`src/rtl/pipeline_stall_ctrl.sv`:
```
// rtl/pipeline_stall_ctrl.sv - pipeline enable/flush sequencer for load-use, branch and dmem-wait stalls
// Optional performance counters are enabled by defining STALL_PERF_CNT_EN.
module pipeline_stall_ctrl #(
  parameter int unsigned LD_STALL_CYC = 1,
  parameter int unsigned MEM_TIMEOUT  = 16,
  parameter int unsigned CNT_W        = 32
) (
  input  logic             clk_i,
  input  logic             rst_ni,
  input  logic             load_use_i,
  input  logic             br_taken_i,
  input  logic             dmem_req_i,
  input  logic             dmem_ack_i,
  output logic             pc_en_o,
  output logic             if_id_en_o,
  output logic             id_ex_en_o,
  output logic             ex_mem_en_o,
  output logic             mem_wb_en_o,
  output logic             if_id_flush_o,
  output logic             id_ex_flush_o,
  output logic             mem_wb_flush_o,
  output logic             mem_err_o,
`ifdef STALL_PERF_CNT_EN
  output logic [CNT_W-1:0] ld_stall_cnt_o,
  output logic [CNT_W-1:0] mem_stall_cnt_o,
  output logic [CNT_W-1:0] flush_cnt_o,
`endif
  output logic [1:0]       state_o
);

  typedef enum logic [1:0] {
    RUN      = 2'b00,
    LD_STALL = 2'b01,
    MEM_WAIT = 2'b10
  } state_e;

  localparam logic [2:0] ST_LAST = 3'(LD_STALL_CYC - 1);
  localparam logic [7:0] TMO_MAX = 8'(MEM_TIMEOUT);

  state_e     state_q, state_d;
  logic [2:0] st_cnt_q, st_cnt_d;
  logic [7:0] tmo_cnt_q, tmo_cnt_d;

  logic pc_en, if_id_en, id_ex_en, ex_mem_en, mem_wb_en;
  logic if_id_flush, id_ex_flush, mem_wb_flush, mem_err;
  logic dmem_miss, ld_stall_evt;

  assign dmem_miss = dmem_req_i & ~dmem_ack_i;

  always_comb begin
    state_d      = state_q;
    st_cnt_d     = st_cnt_q;
    tmo_cnt_d    = tmo_cnt_q;
    pc_en        = 1'b1;
    if_id_en     = 1'b1;
    id_ex_en     = 1'b1;
    ex_mem_en    = 1'b1;
    mem_wb_en    = 1'b1;
    if_id_flush  = 1'b0;
    id_ex_flush  = 1'b0;
    mem_wb_flush = 1'b0;
    mem_err      = 1'b0;
    ld_stall_evt = 1'b0;

    case (state_q)
      RUN: begin
        if (dmem_miss) begin
          {pc_en, if_id_en, id_ex_en, ex_mem_en} = 4'b0000;
          mem_wb_flush = 1'b1;
          state_d      = MEM_WAIT;
          tmo_cnt_d    = 8'd1;
        end else if (br_taken_i) begin
          if_id_flush = 1'b1;
          id_ex_flush = 1'b1;
        end else if (load_use_i) begin
          pc_en        = 1'b0;
          if_id_en     = 1'b0;
          id_ex_flush  = 1'b1;
          ld_stall_evt = 1'b1;
          if (LD_STALL_CYC > 1) begin
            state_d  = LD_STALL;
            st_cnt_d = 3'd1;
          end
        end
      end
      LD_STALL: begin
        // EX holds the bubble we inserted, so a branch cannot be resolved here
        if (dmem_miss) begin
          {pc_en, if_id_en, id_ex_en, ex_mem_en} = 4'b0000;
          mem_wb_flush = 1'b1;
          state_d      = MEM_WAIT;
          st_cnt_d     = 3'd0;
          tmo_cnt_d    = 8'd1;
        end else begin
          pc_en        = 1'b0;
          if_id_en     = 1'b0;
          id_ex_flush  = 1'b1;
          ld_stall_evt = 1'b1;
          if (st_cnt_q == ST_LAST) begin
            state_d  = RUN;
            st_cnt_d = 3'd0;
          end else begin
            st_cnt_d = st_cnt_q + 3'd1;
          end
        end
      end
      MEM_WAIT: begin
        if (dmem_ack_i || (tmo_cnt_q == TMO_MAX)) begin
          mem_err     = ~dmem_ack_i;
          if_id_flush = br_taken_i;
          id_ex_flush = br_taken_i;
          state_d     = RUN;
          tmo_cnt_d   = 8'd0;
        end else begin
          {pc_en, if_id_en, id_ex_en, ex_mem_en} = 4'b0000;
          mem_wb_flush = 1'b1;
          tmo_cnt_d    = tmo_cnt_q + 8'd1;
        end
      end
      default: begin
        state_d   = RUN;
        st_cnt_d  = 3'd0;
        tmo_cnt_d = 8'd0;
      end
    endcase

    // Reset forces every register to hold a bubble, independent of the clock
    if (!rst_ni) begin
      {pc_en, if_id_en, id_ex_en, ex_mem_en, mem_wb_en} = 5'b00000;
      {if_id_flush, id_ex_flush, mem_wb_flush}          = 3'b111;
      mem_err      = 1'b0;
      ld_stall_evt = 1'b0;
    end
  end

  always_ff @(posedge clk_i or negedge rst_ni) begin
    if (!rst_ni) begin
      state_q   <= RUN;
      st_cnt_q  <= 3'd0;
      tmo_cnt_q <= 8'd0;
    end else begin
      state_q   <= state_d;
      st_cnt_q  <= st_cnt_d;
      tmo_cnt_q <= tmo_cnt_d;
    end
  end

  assign pc_en_o        = pc_en;
  assign if_id_en_o     = if_id_en;
  assign id_ex_en_o     = id_ex_en;
  assign ex_mem_en_o    = ex_mem_en;
  assign mem_wb_en_o    = mem_wb_en;
  assign if_id_flush_o  = if_id_flush;
  assign id_ex_flush_o  = id_ex_flush;
  assign mem_wb_flush_o = mem_wb_flush;
  assign mem_err_o      = mem_err;
  assign state_o        = state_q;

`ifdef STALL_PERF_CNT_EN
  logic [CNT_W-1:0] ld_stall_cnt_q, ld_stall_cnt_d;
  logic [CNT_W-1:0] mem_stall_cnt_q, mem_stall_cnt_d;
  logic [CNT_W-1:0] flush_cnt_q, flush_cnt_d;

  // Saturating counters: they stick at all-ones rather than wrap
  always_comb begin
    ld_stall_cnt_d  = ld_stall_cnt_q;
    mem_stall_cnt_d = mem_stall_cnt_q;
    flush_cnt_d     = flush_cnt_q;
    if (ld_stall_evt && (ld_stall_cnt_q != '1)) begin
      ld_stall_cnt_d = ld_stall_cnt_q + 1'b1;
    end
    if ((state_q == MEM_WAIT) && (mem_stall_cnt_q != '1)) begin
      mem_stall_cnt_d = mem_stall_cnt_q + 1'b1;
    end
    if (rst_ni && if_id_flush && (flush_cnt_q != '1)) begin
      flush_cnt_d = flush_cnt_q + 1'b1;
    end
  end

  always_ff @(posedge clk_i or negedge rst_ni) begin
    if (!rst_ni) begin
      ld_stall_cnt_q  <= '0;
      mem_stall_cnt_q <= '0;
      flush_cnt_q     <= '0;
    end else begin
      ld_stall_cnt_q  <= ld_stall_cnt_d;
      mem_stall_cnt_q <= mem_stall_cnt_d;
      flush_cnt_q     <= flush_cnt_d;
    end
  end

  assign ld_stall_cnt_o  = ld_stall_cnt_q;
  assign mem_stall_cnt_o = mem_stall_cnt_q;
  assign flush_cnt_o     = flush_cnt_q;
`else
  logic [CNT_W-1:0] unused_cnt_w;
  logic             unused_ld_evt;
  assign unused_cnt_w  = '0;
  assign unused_ld_evt = ld_stall_evt;
`endif

endmodule

```
`config.mk`:
```
export PLATFORM = sky130hd
export DESIGN_NAME = pipeline_stall_ctrl
export DESIGN_NICKNAME = d
export VERILOG_FILES = /design/src/rtl/pipeline_stall_ctrl.sv
export SDC_FILE = /design/constraint.sdc
export NUM_CORES = 1
export LEC_CHECK = 0
export ABC_CLOCK_PERIOD_IN_PS = 1990
export BUFFER_PORTS_ARGS = -buffer_cell sky130_fd_sc_hd__buf_2
export CAP_MARGIN = 15
export CORE_AREA = 5 5 42 44
export DETAILED_ROUTE_END_ITERATION = 16
export DIE_AREA = 0 0 47 49
export GPL_ROUTABILITY_DRIVEN = 0
export PLACE_DENSITY_LB_ADDON = 0.08
export REMOVE_ABC_BUFFERS = 1
export SLEW_MARGIN = 20
export SYNTH_ARGS = -nofsm -noshare
export SYNTH_HDL_FRONTEND = slang
export SYNTH_SLANG_ARGS = --single-unit
```
`constraint.sdc`:
```
create_clock -name clk_i -period 1.99 [get_ports clk_i]
set_input_delay 0.199 -clock clk_i [delete_from_list [all_inputs] [get_ports clk_i]]
set_output_delay 0.199 -clock clk_i [all_outputs]
set_load 0.01 [all_outputs]
```
==> metrics, run 1 <==
Die Span Y 49 um; clk_skew 3.09 ps; predominant post-synthesis flop cell dfrtp_1; post-synthesis xor/xnor area fraction 0.0277; max-slew violation count 0; status finished, final reports clean; Die X 47 um; WP data required 1790 ps; Ports 17; post-synth cell types 30; initial antenna violation count 0; Final setup viols 0; Async SR Flop Fraction 1.00; Design Area, Final 797 um2; first-pass GRT wire length 2.00 mm; Synth warnings 0; synthesized area 632 um2; post-synthesis mux area share 0; power per cell area 647 mW/mm2; TritonCTS clock tree done; Vias/cell 5.18; final WL 1.31 mm; DR top layer met4; Detailed Place HPWL 1.01 mm; Clk pin slew, worst setup/hold paths 60 ps; unrepaired setup endpoints after global routing yes; Skew-Pair Late Insertion Delay 260 ps; Fmax 516 MHz; Synth Area in Adders 0.0396; Antenna Cells 0; via count 518; Post-DP Area 704 um2; first-pass iteration count of the detailed router 2; crit-path max FO 4; commonest non-fill, non-tap cell in the layout buf_2; fin cells 100; M1 wire length 549 um; CP Class reg -> out; largest net degree at the start of global routing 15; Clock Sink Count 9; EDFF count, synth 0; synthesized instance count 64; Final Hold Viols 0; CTS root buffer clkbuf_4; CP Launch Type register; FF+latch count, synth 9; die area 0.00230 mm2; FILL cells 144; Syn-to-layout area delta 26.1%; GRT overflow 0; commonest cells after routing, fill and taps aside 13 x buf_2, 9 x dfrtp_1, 6 x a21oi_1, 4 x inv_1, 4 x buf_4; static leakage 0.386 nW; min-delay worst type in -> reg; CTS Buf Count 3; Hold WS 169 ps; H-tree Lvls 1; Final Core Density 0.569; WL met3 109 um; Setup crit end kind primary output; crit path time final 1940 ps; simple-gate share of the synthesized area 0.202; Antenna Nets Post-Route 0; Cells after DPL 92; max_cap viols 0; largest family of logic cells by synthesized area compound AO/OA/AOI/OAI gates; Max Buffers Root-to-Sink 2; Tcrit/Tclk final 0.975; Initial Utilization 0.451; number of global-route vias before repair 475; Rows 14; met2 wire length 631 um; Seq/Total Area, Yosys 0.356; # DRC 0; WL/cell 13.1 um; Syn Area/Cell 9.87 um2; complex-gate fraction of the synthesized area 0.285; setup TNS 0 ps; CORE AREA 0.00140 mm2; VDD IR max 0.482 mV; Final #Nets 93; port bufs 15; WP data arrival 1740 ps; Tot GR Track Use 0.118; layout cell share with drive strength beyond 1 0.393; 1st-iter DRT viols 9
-- Yosys cell counts (all sizes together) (2+ instances only) --
cell type | instances | share of area
a21o | 2 | 0.024
a21oi | 6 | 0.048
a22o | 3 | 0.042
a31oi | 4 | 0.050
and3 | 2 | 0.020
buf | 4 | 0.048
dfrtp | 9 | 0.36
ha | 2 | 0.040
inv | 6 | 0.036
nand2 | 3 | 0.018
nand2b | 3 | 0.042
nand3 | 2 | 0.024
nor2 | 3 | 0.018
nor3 | 2 | 0.034
o21ai | 4 | 0.038
-- registers in the layout, summed over array words and instances (netlist names) --
name and count:
tmo_cnt_q 8, state_o 1
-- area by class of cell --
cell class | instances | area [um2] | area share
Multi-Input combinational cell | 45 | 375 | 0.471
Sequential cell | 9 | 225 | 0.283
Timing Repair Buffer | 20 | 128 | 0.160
Inverter | 6 | 22.5 | 0.0283
Clock buffer | 4 | 26.3 | 0.0330
Tap cell | 16 | 20.0 | 0.0251
-- layer usage --
layer  global-route usage  up-vias
met5                    0        -
li1                     -      263
met4               0.0415        0
met3               0.0443        2
met1                0.146      239
met2                0.181       14
-- final timing paths --
check / from / end / slack [ps] / depth (start not counted)
max reg2reg: tmo_cnt_q[1] / tmo_cnt_q[6] / 460 / 7
min reg2reg: tmo_cnt_q[4] / tmo_cnt_q[4] / 550 / 1
min in group asynchronous: rst_ni / state_o[1] / 350 / 2
min: dmem_ack_i / state_o[1] / 170 / 2
max: tmo_cnt_q[1] / if_id_en_o / 50 / 7
max in group asynchronous: rst_ni / tmo_cnt_q[1] / 1400 / 2
-- critical path, cell delays in order (launching register included) --
cell and delay [ps]:
dfrtp_1 340, inv_1 80, ha_4 150, and4bb_4 200, a311oi_4 320, nand2b_4 210
a31oi_4 40, buf_2 140
-- metrics by stage --
stage,power [mW],setup WS (ps)
after floorplan,0.314,346
after global placement,0.358,275
after detailed placement,0.360,224
after CTS,0.511,19.4
after global routing,0.553,-46.6
final,0.515,50.3
-- kinds of logic (layout without fill, tap and decap cells) --
group                      count (synthesis)  after routing
other                                      1              1
AOI/OAI and AO/OA                         22             22
and+or+nand+nor                           18             18
xor gates and xnor gates                   2              2
DFF                                        9              9
adders and majority gates                  2              2
buffers and inverters                     10             30
-- what timing repair did --
action | CTS | global route
setup buffers | 2 | 1
setup endpoints to repair | 4 | 5
resized for setup | 0 | 6
endpoints found under the hold margin | 9 | 0
pin swaps | 0 | 1
hold buffers | 1 | 0
-- power breakdown --
group	total [mW]	internal, mW	switching, mW
logic	0.150	0.0674	0.0827
clock network	0.137	0.0771	0.0604
registers	0.228	0.201	0.0269
(Power assumes the default switching activity.)
==> run 2, diff against run 1 <==
--- a/config.mk
+++ b/config.mk
@@ -8,9 +8,9 @@
 export ABC_CLOCK_PERIOD_IN_PS = 1990
 export BUFFER_PORTS_ARGS = -buffer_cell sky130_fd_sc_hd__buf_2
 export CAP_MARGIN = 15
-export CORE_AREA = 5 5 42 44
+export CORE_AREA = 2 2 39 41
 export DETAILED_ROUTE_END_ITERATION = 16
-export DIE_AREA = 0 0 47 49
+export DIE_AREA = 0 0 41 43
 export GPL_ROUTABILITY_DRIVEN = 0
 export PLACE_DENSITY_LB_ADDON = 0.08
 export REMOVE_ABC_BUFFERS = 1
==> metrics, run 2 (synthesis results as in run 1) <==
initial antenna violation count 0 (unchanged); commonest cells after routing, fill and taps aside 11 x buf_2, 9 x dfrtp_1, 6 x a21oi_1, 5 x buf_4, 4 x buf_6 (was 13 x buf_2, 9 x dfrtp_1, 6 x a21oi_1, 4 x inv_1, 4 x buf_4); static leakage 0.393 nW (was 0.386 nW); Most flops, register tmo_cnt_q (unchanged); via count 561 (was 518); Skew-Pair Late Insertion Delay 260 ps (about the same); Setup crit end kind primary output (unchanged); Initial Utilization 0.457 (was 0.451); Clk pin slew, worst setup/hold paths 60 ps (about the same); die area 0.00176 mm2 (was 0.00230 mm2); unrepaired setup endpoints after global routing yes (unchanged); reg2reg path depth 7 (unchanged); Max Buffers Root-to-Sink 2 (unchanged); Die Span Y 43 um (was 49 um); 1st-iter DRT viols 8 (was 9); WL/cell 13.5 um (was 13.1 um); crit path cell chain inv_2 -> ha_4 -> and4bb_4 -> a311oi_4 -> nand2b_4 -> a31oi_4 -> buf_6 (was inv_1 -> ha_4 -> and4bb_4 -> a311oi_4 -> nand2b_4 -> a31oi_4 -> buf_2); crit-path max FO 4 (unchanged); reg2reg setup slack 450 ps (was 460 ps); VDD IR max 0.410 mV (was 0.482 mV); Final #Nets 94 (was 93); port bufs 15 (unchanged); GRT overflow 0 (unchanged); status finished, final reports clean (unchanged); power per cell area 658 mW/mm2 (was 647 mW/mm2); max-slew violation count 0 (unchanged); Design Area, Final 817 um2 (was 797 um2); number of global-route vias before repair 509 (was 475); Design Power 538 uW (was 515 uW); Post-DP Area 704 um2 (unchanged); Vias/cell 5.55 (was 5.18); final WL 1.36 mm (was 1.31 mm); TritonCTS clock tree done (unchanged); Clock Sink Count 9 (unchanged); crit path time final 1950 ps (was 1940 ps); Fmax 512 MHz (was 516 MHz); Tcrit/Tclk final 0.982 (was 0.975); min-delay worst type in -> reg (unchanged); Worst Hold Depth 2 (unchanged); Detailed Place HPWL 947 um (was 1.01 mm); Final Hold Viols 0 (unchanged); setup TNS 0 ps (unchanged); WP data required 1790 ps (about the same); Tot GR Track Use 0.188 (was 0.118); # DRC 0 (unchanged); Ports 17 (unchanged); Antenna Nets Post-Route 0 (unchanged); max reg flops 8 (unchanged); CTS Buf Count 3 (unchanged); Setup WS post-layout 35.1 ps (was 50.3 ps); largest net degree at the start of global routing 15 (unchanged); commonest non-fill, non-tap cell in the layout buf_2 (unchanged); Syn-to-layout area delta 29.3% (was 26.1%); CORE AREA 0.00138 mm2 (was 0.00140 mm2); Antenna Cells 0 (unchanged); Largest stage delay, worst path 360 ps (was 340 ps); Post-Place Worst Slack 228 ps (was 224 ps); Crit. path cell count 7 (unchanged); max_cap viols 0 (unchanged); worst path bufs/invs 2 (unchanged); clk_skew 4.12 ps (was 3.09 ps); first-pass iteration count of the detailed router 4 (was 2); Die X 41 um (was 47 um); Final Core Density 0.590 (was 0.569); WP data arrival 1760 ps (was 1740 ps); layout cell share with drive strength beyond 1 0.412 (was 0.393); Final setup viols 0 (unchanged); first-pass GRT wire length 2.15 mm (was 2.00 mm); CP Class reg -> out (unchanged); CP Launch Type register (unchanged); CTS root buffer clkbuf_4 (unchanged); Rows 14 (unchanged); H-tree Lvls 1 (unchanged); CP max-delay cell dfrtp_1 (unchanged); CP delay by family, top simple AND/OR/NAND/NOR gates (unchanged)
-- run 2: cell count changes in the layout (fill, tap and decap cells not counted) --
cell and change:
buf_2 -2, buf_4 +1, buf_6 +2, inv_1 -1
inv_2 +1
-- run 2: per-stage QoR --
stage / hold WS [ps] / cells
after floorplan: -96.6 / 60
after global placement: 104 / 92
after detailed placement: 104 / 92
after CTS: 160 / 99
after global routing: 157 / 101
final: 161 / 101
-- run 2: layout make-up --
cell class                      count  area [um2]
Inverter                            6        22.5
Tap cell                           16        20.0
Multi-Input combinational cell     45         375
Sequential cell                     9         225
Fill cell                         125         567
Timing Repair Buffer               21         148
Clock buffer                        4        26.3
-- run 2: repair_timing --
action	in CTS	in global routing
endpoints found under the setup margin	5	5
endpoints found under the hold margin	9	0
resized for setup	0	9
pin swaps	0	1
hold buffers	1	0
setup buffers	2	2
-- run 2: path summary, 6_finish.rpt --
check	startpoint	to
max in group asynchronous	rst_ni	tmo_cnt_q[4]
setup / recovery	tmo_cnt_q[0]	pc_en_o
hold reg to reg	tmo_cnt_q[4]	tmo_cnt_q[4]
min in group asynchronous	rst_ni	tmo_cnt_q[2]
hold / removal	dmem_ack_i	state_o[1]
setup reg to reg	tmo_cnt_q[0]	tmo_cnt_q[5]
-- run 2: worst reg2reg max path, stage by stage, from the launching register on --
cell      delay, ps
dfrtp_1         360
inv_2            60
ha_4            150
and4bb_4        200
buf_4           140
a21boi_4        270
a21oi_1         110
a31oi_1         170
-- run 2: per-layer routing --
layer	wire length, um	track usage	share of wire	vias up
met5	0	0	0	-
met4	35	0.120	0.026	0
met3	77	0.0471	0.057	5
met2	690	0.269	0.51	17
met1	556	0.242	0.41	274
li1	-	-	-	265
-- run 2: power by group --
part	total [mW]	leakage, nW	switching, mW	internal [mW]
combinational	0.165	0.258	0.0881	0.0767
sequential	0.229	0.120	0.0279	0.201
clock	0.144	0.0150	0.0669	0.0774
